**config.mk**
```make
export PLATFORM = sky130hd
export DESIGN_NAME = rhd2048
export DESIGN_NICKNAME = d
export VERILOG_FILES = /design/src/rtl/rhd2048.sv
export SDC_FILE = /design/constraint.sdc
export NUM_CORES = 2
export LEC_CHECK = 0
export ABC_AREA = 0
export CAP_MARGIN = 20
export CORE_MARGIN = 5
export CORE_UTILIZATION = 45
export DETAILED_ROUTE_END_ITERATION = 10
export GPL_TIMING_DRIVEN = 0
export HOLD_SLACK_MARGIN = 0.12
export SLEW_MARGIN = 20
export SYNTH_ARGS = -nofsm -noshare
export SYNTH_HDL_FRONTEND = slang
export SYNTH_SLANG_ARGS = --single-unit
```
**constraint.sdc**
```tcl
create_clock -name clk -period 28.9 [get_ports clk]
set_input_delay 4.335 -clock clk [delete_from_list [all_inputs] [get_ports clk]]
set_output_delay 4.335 -clock clk [all_outputs]
set_load 0.01 [all_outputs]
```
**src/rtl/rhd2048.sv**
```systemverilog
// rtl/rhd2048.sv - SPI master for 16 RHD2164-class ports with DDR MISO capture and per-word delay
module rhd2048 (
    input  logic        clk,
    input  logic        rstn,
    input  logic        config_start,
    input  logic        record_start,
    input  logic        zcheck_start,
    input  logic [7:0]  oversample_offset_A1, oversample_offset_A2, oversample_offset_B1, oversample_offset_B2,
    input  logic [7:0]  oversample_offset_C1, oversample_offset_C2, oversample_offset_D1, oversample_offset_D2,
    input  logic [7:0]  oversample_offset_E1, oversample_offset_E2, oversample_offset_F1, oversample_offset_F2,
    input  logic [7:0]  oversample_offset_G1, oversample_offset_G2, oversample_offset_H1, oversample_offset_H2,
    input  logic [7:0]  oversample_offset_I1, oversample_offset_I2, oversample_offset_J1, oversample_offset_J2,
    input  logic [7:0]  oversample_offset_K1, oversample_offset_K2, oversample_offset_L1, oversample_offset_L2,
    input  logic [7:0]  oversample_offset_M1, oversample_offset_M2, oversample_offset_N1, oversample_offset_N2,
    input  logic [7:0]  oversample_offset_O1, oversample_offset_O2, oversample_offset_P1, oversample_offset_P2,
    input  logic [15:0] miso,
    output logic        sclk,
    output logic        mosi,
    output logic        cs_n,
    output logic [15:0] data_out,
    output logic        data_valid,
    output logic [4:0]  data_stream,
    output logic [15:0] data_cmd,
    output logic        busy
);

    typedef enum logic [1:0] {S_IDLE, S_CONFIG, S_RECORD, S_ZCHECK} state_t;

    state_t      r_state, w_nstate;
    logic [7:0]  r_cyc, w_ncyc;
    logic [6:0]  r_idx, w_nidx, w_last;
    logic [15:0] r_cmd, w_ncmd;
    logic [5:0]  r_emit;
    logic        w_frame_end, w_nframe;
    logic [7:0]  w_off        [32];
    logic [15:0] r_shift      [32];
    logic [15:0] w_shift_next [32];
    logic [15:0] r_word       [32];

    assign w_off[0]  = oversample_offset_A1; assign w_off[1]  = oversample_offset_A2;
    assign w_off[2]  = oversample_offset_B1; assign w_off[3]  = oversample_offset_B2;
    assign w_off[4]  = oversample_offset_C1; assign w_off[5]  = oversample_offset_C2;
    assign w_off[6]  = oversample_offset_D1; assign w_off[7]  = oversample_offset_D2;
    assign w_off[8]  = oversample_offset_E1; assign w_off[9]  = oversample_offset_E2;
    assign w_off[10] = oversample_offset_F1; assign w_off[11] = oversample_offset_F2;
    assign w_off[12] = oversample_offset_G1; assign w_off[13] = oversample_offset_G2;
    assign w_off[14] = oversample_offset_H1; assign w_off[15] = oversample_offset_H2;
    assign w_off[16] = oversample_offset_I1; assign w_off[17] = oversample_offset_I2;
    assign w_off[18] = oversample_offset_J1; assign w_off[19] = oversample_offset_J2;
    assign w_off[20] = oversample_offset_K1; assign w_off[21] = oversample_offset_K2;
    assign w_off[22] = oversample_offset_L1; assign w_off[23] = oversample_offset_L2;
    assign w_off[24] = oversample_offset_M1; assign w_off[25] = oversample_offset_M2;
    assign w_off[26] = oversample_offset_N1; assign w_off[27] = oversample_offset_N2;
    assign w_off[28] = oversample_offset_O1; assign w_off[29] = oversample_offset_O2;
    assign w_off[30] = oversample_offset_P1; assign w_off[31] = oversample_offset_P2;

    function automatic logic [7:0] f_cfg_data(input logic [4:0] r);
        case (r)
            5'd0:  f_cfg_data = 8'hDE; 5'd1:  f_cfg_data = 8'h20; 5'd2:  f_cfg_data = 8'h28;
            5'd3:  f_cfg_data = 8'h02; 5'd4:  f_cfg_data = 8'hD6; 5'd5:  f_cfg_data = 8'h00;
            5'd6:  f_cfg_data = 8'h00; 5'd7:  f_cfg_data = 8'h00; 5'd8:  f_cfg_data = 8'h16;
            5'd9:  f_cfg_data = 8'h17; 5'd10: f_cfg_data = 8'hA8; 5'd11: f_cfg_data = 8'h0A;
            5'd12: f_cfg_data = 8'h2C; 5'd13: f_cfg_data = 8'h06;
            default: f_cfg_data = 8'hFF;
        endcase
    endfunction

    function automatic logic [15:0] f_cmd(input state_t st, input logic [6:0] idx);
        logic [6:0] k;
        f_cmd = 16'h0000;
        k     = 7'd0;
        case (st)
            S_CONFIG: begin
                k = idx - 7'd3;
                if (idx < 7'd3)        f_cmd = 16'hFF00;
                else if (idx < 7'd21)  f_cmd = {2'b10, k[5:0], f_cfg_data(k[4:0])};
                else if (idx == 7'd21) f_cmd = 16'h5500;
                else                   f_cmd = 16'hFF00;
            end
            S_RECORD: f_cmd = (idx < 7'd32) ? {2'b00, idx[5:0], 8'h00} : 16'hFF00;
            S_ZCHECK: begin
                // Odd frames select the channel, the following frame converts it
                k = idx - 7'd1;
                if (idx == 7'd0)       f_cmd = 16'h8541;
                else if (idx == 7'd65) f_cmd = 16'h8500;
                else if (!k[0])        f_cmd = {8'h87, 2'b00, k[6:1]};
                else                   f_cmd = {2'b00, k[6:1], 8'h00};
            end
            default: f_cmd = 16'h0000;
        endcase
    endfunction

    always_comb begin
        w_nstate = r_state;
        w_ncyc   = r_cyc;
        w_nidx   = r_idx;
        case (r_state)
            S_CONFIG: w_last = 7'd30;
            S_RECORD: w_last = 7'd34;
            default:  w_last = 7'd65;
        endcase
        if (r_state == S_IDLE) begin
            w_ncyc = 8'd0;
            w_nidx = 7'd0;
            if (config_start)      w_nstate = S_CONFIG;
            else if (zcheck_start) w_nstate = S_ZCHECK;
            else if (record_start) w_nstate = S_RECORD;
        end else if (r_cyc == 8'd151) begin
            w_ncyc = 8'd0;
            if (r_idx == w_last) begin
                w_nidx = 7'd0;
                if (r_state != S_RECORD) w_nstate = S_IDLE;
            end else begin
                w_nidx = r_idx + 7'd1;
            end
        end else begin
            w_ncyc = r_cyc + 8'd1;
        end
        w_ncmd = f_cmd(w_nstate, w_nidx);
    end

    assign w_frame_end = (r_state != S_IDLE) && (r_cyc == 8'd151);
    assign w_nframe    = (w_nstate != S_IDLE) && (w_ncyc < 8'd128);

    // Word g samples port g/2; even words strobe on sclk rise, odd on sclk fall, each delayed by its clamped offset
    for (genvar g = 0; g < 32; g++) begin : gen_cap
        logic [7:0] w_eff, w_t;
        logic       w_cap;
        assign w_eff = (w_off[g] > 8'd23) ? 8'd23 : w_off[g];
        assign w_t   = r_cyc - w_eff;
        assign w_cap = (r_state != S_IDLE) && (r_cyc >= w_eff) && (w_t < 8'd128)
                       && (w_t[2:0] == ((g % 2 == 1) ? 3'd7 : 3'd3));
        assign w_shift_next[g] = w_cap ? {r_shift[g][14:0], miso[g/2]} : r_shift[g];
    end

    always_ff @(posedge clk) begin
        if (rstn) begin
            r_state     <= S_IDLE;
            r_cyc       <= 8'd0;
            r_idx       <= 7'd0;
            r_cmd       <= 16'h0000;
            r_emit      <= 6'd0;
            sclk        <= 1'b0;
            mosi        <= 1'b0;
            cs_n        <= 1'b1;
            busy        <= 1'b0;
            data_out    <= 16'h0000;
            data_valid  <= 1'b0;
            data_stream <= 5'd0;
            data_cmd    <= 16'h0000;
            for (int i = 0; i < 32; i++) begin
                r_shift[i] <= 16'h0000;
                r_word[i]  <= 16'h0000;
            end
        end else begin
            r_state <= w_nstate;
            r_cyc   <= w_ncyc;
            r_idx   <= w_nidx;
            r_cmd   <= w_ncmd;
            busy    <= (w_nstate != S_IDLE);
            cs_n    <= !w_nframe;
            sclk    <= w_nframe && w_ncyc[2];
            mosi    <= w_nframe && w_ncmd[4'd15 - w_ncyc[6:3]];
            for (int i = 0; i < 32; i++) begin
                r_shift[i] <= w_frame_end ? 16'h0000 : w_shift_next[i];
                if (w_frame_end) r_word[i] <= w_shift_next[i];
            end
            if (w_frame_end) begin
                data_valid  <= 1'b1;
                data_stream <= 5'd0;
                data_out    <= w_shift_next[0];
                data_cmd    <= r_cmd;
                r_emit      <= 6'd1;
            end else if (r_emit == 6'd32) begin
                data_valid <= 1'b0;
                r_emit     <= 6'd0;
            end else if (r_emit != 6'd0) begin
                data_out    <= r_word[r_emit[4:0]];
                data_stream <= r_emit[4:0];
                r_emit      <= r_emit + 6'd1;
            end
        end
    end

endmodule

```
# == Yosys cells after proc, flatten, opt, wreduce, memory -nomap -nowiden ==
# Memories as Yosys holds them, arrays and structs flattened.
# Cells that the tools add are included.
# W data, S select, Z words.
# word_totals
regBits,81
ram_bits,1024
rom_bits,128
output_inout_bits,42
wordCells,576
memories,3
# memory_table
name,words,width,read_ports,rd_ports_with_merged_regs,write_ports,line_no,text
r_shift,32,16,32,0,32,36,logic [15:0] r_shift [32];
r_word,32,16,1,0,32,38,logic [15:0] r_word [32];
(no name shown),16,8,1,0,0,58,case (r)
# op_classes
add_sub_neg,38
magnitude_cmp,101
n_eq_ne,44
muxes,198
bitwise_logic,65
n_reduce_logical,113
# ops
operator,n
$mux W16,138
$mux W8,35
$lt A8 B8 Y1 const B,33
$ge A8 B8 Y1,32
$gt A8 B5 Y1 const B,32
$sub A8 B8 Y8,32
$logic_and A1 B1 Y1,100
$or A1 B1 Y1,64
$eq A3 B2 Y1 const B,16
$eq A3 B3 Y1 const B,16
$pmux W16 S3,1
$mux W7,3
$mux W2,7
$pmux W7 S2,1
$mux W1,12
$add A8 B1 Y8 const B,1
$eq A8 B8 Y1 const B,1
$reduce_bool A2 Y1,4
$add A7 B1 Y7 const B,1
$eq A7 B5 Y1 const B,1
$eq A7 B7 Y1,1
$eq A7 B7 Y1 const B,1
$logic_not A7 Y1,1
$lt A7 B2 Y1 const B,1
20 further kinds,25

# == Depth between registers and ports, before layout ==
# An unclocked memory read counts as a cell.
# logic_depth
word_depth,15
depth_mapped,20

# == Worst setup path before layout ==
# No wires, ideal clock.
# synth_path
path_kind,in2reg
startpoint,input port rstn
endpoint,memory r_word[0][0] (enable)
setup_time_ns,1.076
arrival_ns,18.766
required_ns,27.824
path_slack_ns,9.057
cell_stages,4
cell_sequence,nor2_1 > inv_2 > clkbuf_1 > clkbuf_1
# synth_rtl
item,line_no,text
from (decl),4,"input logic rstn,"
to (decl),38,

==> run metrics <==
Cell variety after synth=94; Core Box Area=approximately 120000 µm²; Hold WC Path Type=reg2reg; average cell area after synthesis=11.2 µm²; IO buf count=around 320; Via-to-Cell Ratio=5.42; ANT nets after route=0; TritonCTS clock tree=yes; number of max-cap violations=0; wirelength, routed=148000 µm; Worst-Skew Late Latency=about 0.7 ns; footprint of the multi-input gates=around 25000 µm²; Area growth syn-to-layout=18.5%; share of cells above drive strength 1=8.89%; Die Wd=between 300 and 400 µm; row count=about 130; fmax=between 0.1 and 0.15 GHz; Post-CTS Hold Fix Bufs=0; crit path from=oversample_offset_G2[3]; average wire per standard cell=between 20 and 25 µm; Clock Skew=0.0223 ns; critical path class=in2reg; Internal=between 2000 and 3000 µW; sequential fraction of the synthesis area=roughly half; largest area contributor in the netlist=edfxtp_1; GPL Wtd Cong=a little over 0.9; DRC=0; Worst setup SP type=primary input; cells after synthesis=between 4000 and 5000; clock share of power=about two fifths; crit path time final=a little over 8 ns; number of flops mapped to enable cells by yosys=512; Power Density=~56 nW/µm²; outcome=complete, no violations; crit path DAT=just under 9 ns; number of global-route vias before repair=about 37000; post-synth top area share=approximately 29%; Main synth FF type=dfxtp_1; unrepaired setup endpoints after global routing=no; Sw Share=approximately a quarter; Synth top cells by count=1267 x nor2_1, 593 x dfxtp_1, 546 x mux2i_1, 512 x edfxtp_1, 273 x ha_1; Setup WS post-layout=20.62 ns; Worst slew margin=about 22%; total leakage power=between 0.02 and 0.03 µW; HP Start=r_cmd[15]$_SDFF_PP0_; 1st-iter DRT viols=around 2700; first-pass GRT wire length=around 220000 µm; Crit path required time=between 20 and 30 ns; Pre-antenna DRT Iters=6; synth top area cells=edfxtp_1 29%, dfxtp_1 22%, mux2i_1 10%; CP Max Fanout=10; Psw=slightly below 900 µW; Post-CTS Resized=0; effective utilization at floorplan=45.3%; Least-Margin Pin Slew=1.17 ns; Sequential Power Share=between 40% and 50%; H-Tree Depth=3; Num Clock Sinks=roughly 1100; Reg clk slew, reported paths=~0.060 ns; dpl ws=slightly below 20 ns; CTS root buffer=clkbuf_16; final hold vios=0; sequential cell area=about 27000 µm²; worst-case clock buffer depth=3; CTS Buf Count=111; initial antenna violation count=9; FF+latch count, synth=1105; hpwl dp=about 110000 µm; RR Startpoint=r_cyc[1]$_SDFF_PP0_; asr flop ratio synth=0%; max-slew violations=0; Max VDD drop=between 0.05 and 0.06 mV; die height=355 µm; Ys Warns=0; GRT Util Overall=between 20% and 30%; die area=126000 µm²; Final setup viols=0; Ports=approximately 320; worst hold margin=between 0.4 and 0.5 ns; combinational power share=around 12%; Final Core Density=a little over half; count leader, synth=nor2_1; CP endpoint kind=register; TNS Setup=0 ns; Final nets=about 5900; Power Total=between 3000 and 4000 µW; post-CTS setup buffers=0; gr ovfl total=0; final worst-path cycle share=between 20% and 30%; mapped cell area=between 50000 and 60000 µm²; Fill cells=10500; routed vias=37700; largest net degree at the start of global routing=between 50 and 60
-- layer usage --
metal,wire [µm],part of all wire (%),global-route usage [%],vias to the layer above
li1,-,-,-,18200
met1,68500,46,32.8,18300
met2,67000,45,37.2,996
met3,8930,6.0,3.70,184
met4,3930,2.6,6.59,6
met5,39,0.026,0,-
-- worst paths after layout --
| path | slack [ns] | endpoint | cells past startpoint |
|---|---|---|---|
| worst max-delay path | 20.62 | r_word[13][5]$_SDFFCE_PN0P_ | 15 |
| worst min-delay path | 0.44 | data_cmd[15]$_SDFFE_PP0P_ | 1 |
| worst max register to register | 22.44 | r_word[7][2]$_SDFFCE_PN0P_ | 15 |
| worst min register to register | 0.44 | data_cmd[15]$_SDFFE_PP0P_ | 1 |
-- cell type report --
cell class	instances	share of cell area [%]
Sequential cell	1105	43.0
Multi-Input combinational cell	3400	40.0
Timing Repair Buffer	344	5.77
Clock buffer	165	5.20
Tap cell	1536	3.03
Buffer	232	1.51
Clock inverter	47	0.758
Inverter	119	0.704
Antenna cell	5	0.0197
-- cell families after synthesis --
kind of cell | share of synthesized area [%]
AO/OA/AOI/OAI | 8.53
adder cells (fa/ha/maj) | 7.60
AND/OR/NAND/NOR | 12.5
other | 0.00701
buffers and inverters | 2.62
multiplexers | 17.0
XOR/XNOR | 0.851
flip-flops | 50.9
-- cell usage in the layout, fill, tap and decap left out, types with 21 or more instances in the layout --
cell,n
dfxtp_1,586
a21oi_1,103
buf_2,42
clkbuf_1,174
conb_1,96
mux2i_1,546
o211ai_1,28
a2111oi_0,32
mux4_2,160
nand3_1,23
edfxtp_1,512
and3_1,37
o21ai_0,109
inv_1,117
nand2b_1,38
o22ai_1,21
clkdlybuf4s50_1,318
a21o_1,99
a21boi_0,26
fa_1,32
nor2_1,1267
nand2_1,89
o21a_1,87
clkbuf_16,115
ha_1,273
xor2_1,27
nor2b_1,47
buf_1,36
xnor2_1,25
a2111o_1,32
clkbuf_8,23
-- critical path: stages --
cell             delay (ns)
clkdlybuf4s50_1        0.44
a2111o_1               0.46
nor2_1                 0.29
ha_1                   0.31
nor2b_1                0.13
o21a_1                 0.17
o21a_1                 0.16
o21a_1                 0.16
o21a_1                 0.16
o21ai_0                0.25
o21ai_0                0.14
o21ai_1                0.88
buf_2                  0.45
mux2i_1                0.28
nor2_1                 0.08
-- sequential cells by signal (all words and copies together) (netlist names), 2 cells and up --
signal,flops
r_shift,512
r_word,512
data_cmd,16
data_out,16
r_cmd,16
r_cyc,8
r_idx,7
r_emit,6
data_stream,5
r_state,2
-- per-stage QoR --
stage               area (µm²)  instances
detailed placement       59600       6735
global placement         59000       6710
finish                   63400       6953
CTS                      63400       6947
global route             63400       6950
floorplan                53900       4856
-- power by group through the flow --
stage | sequential (µW) | combinational, µW | clock (µW)
global route | 1700 | 444 | 1560
finish | 1700 | 415 | 1460
CTS | 1700 | 415 | 1490
global placement | 1770 | 397 | 0
floorplan | 1740 | 234 | 0
detailed placement | 1730 | 413 | 0
Power figures use the tool's default switching activity.
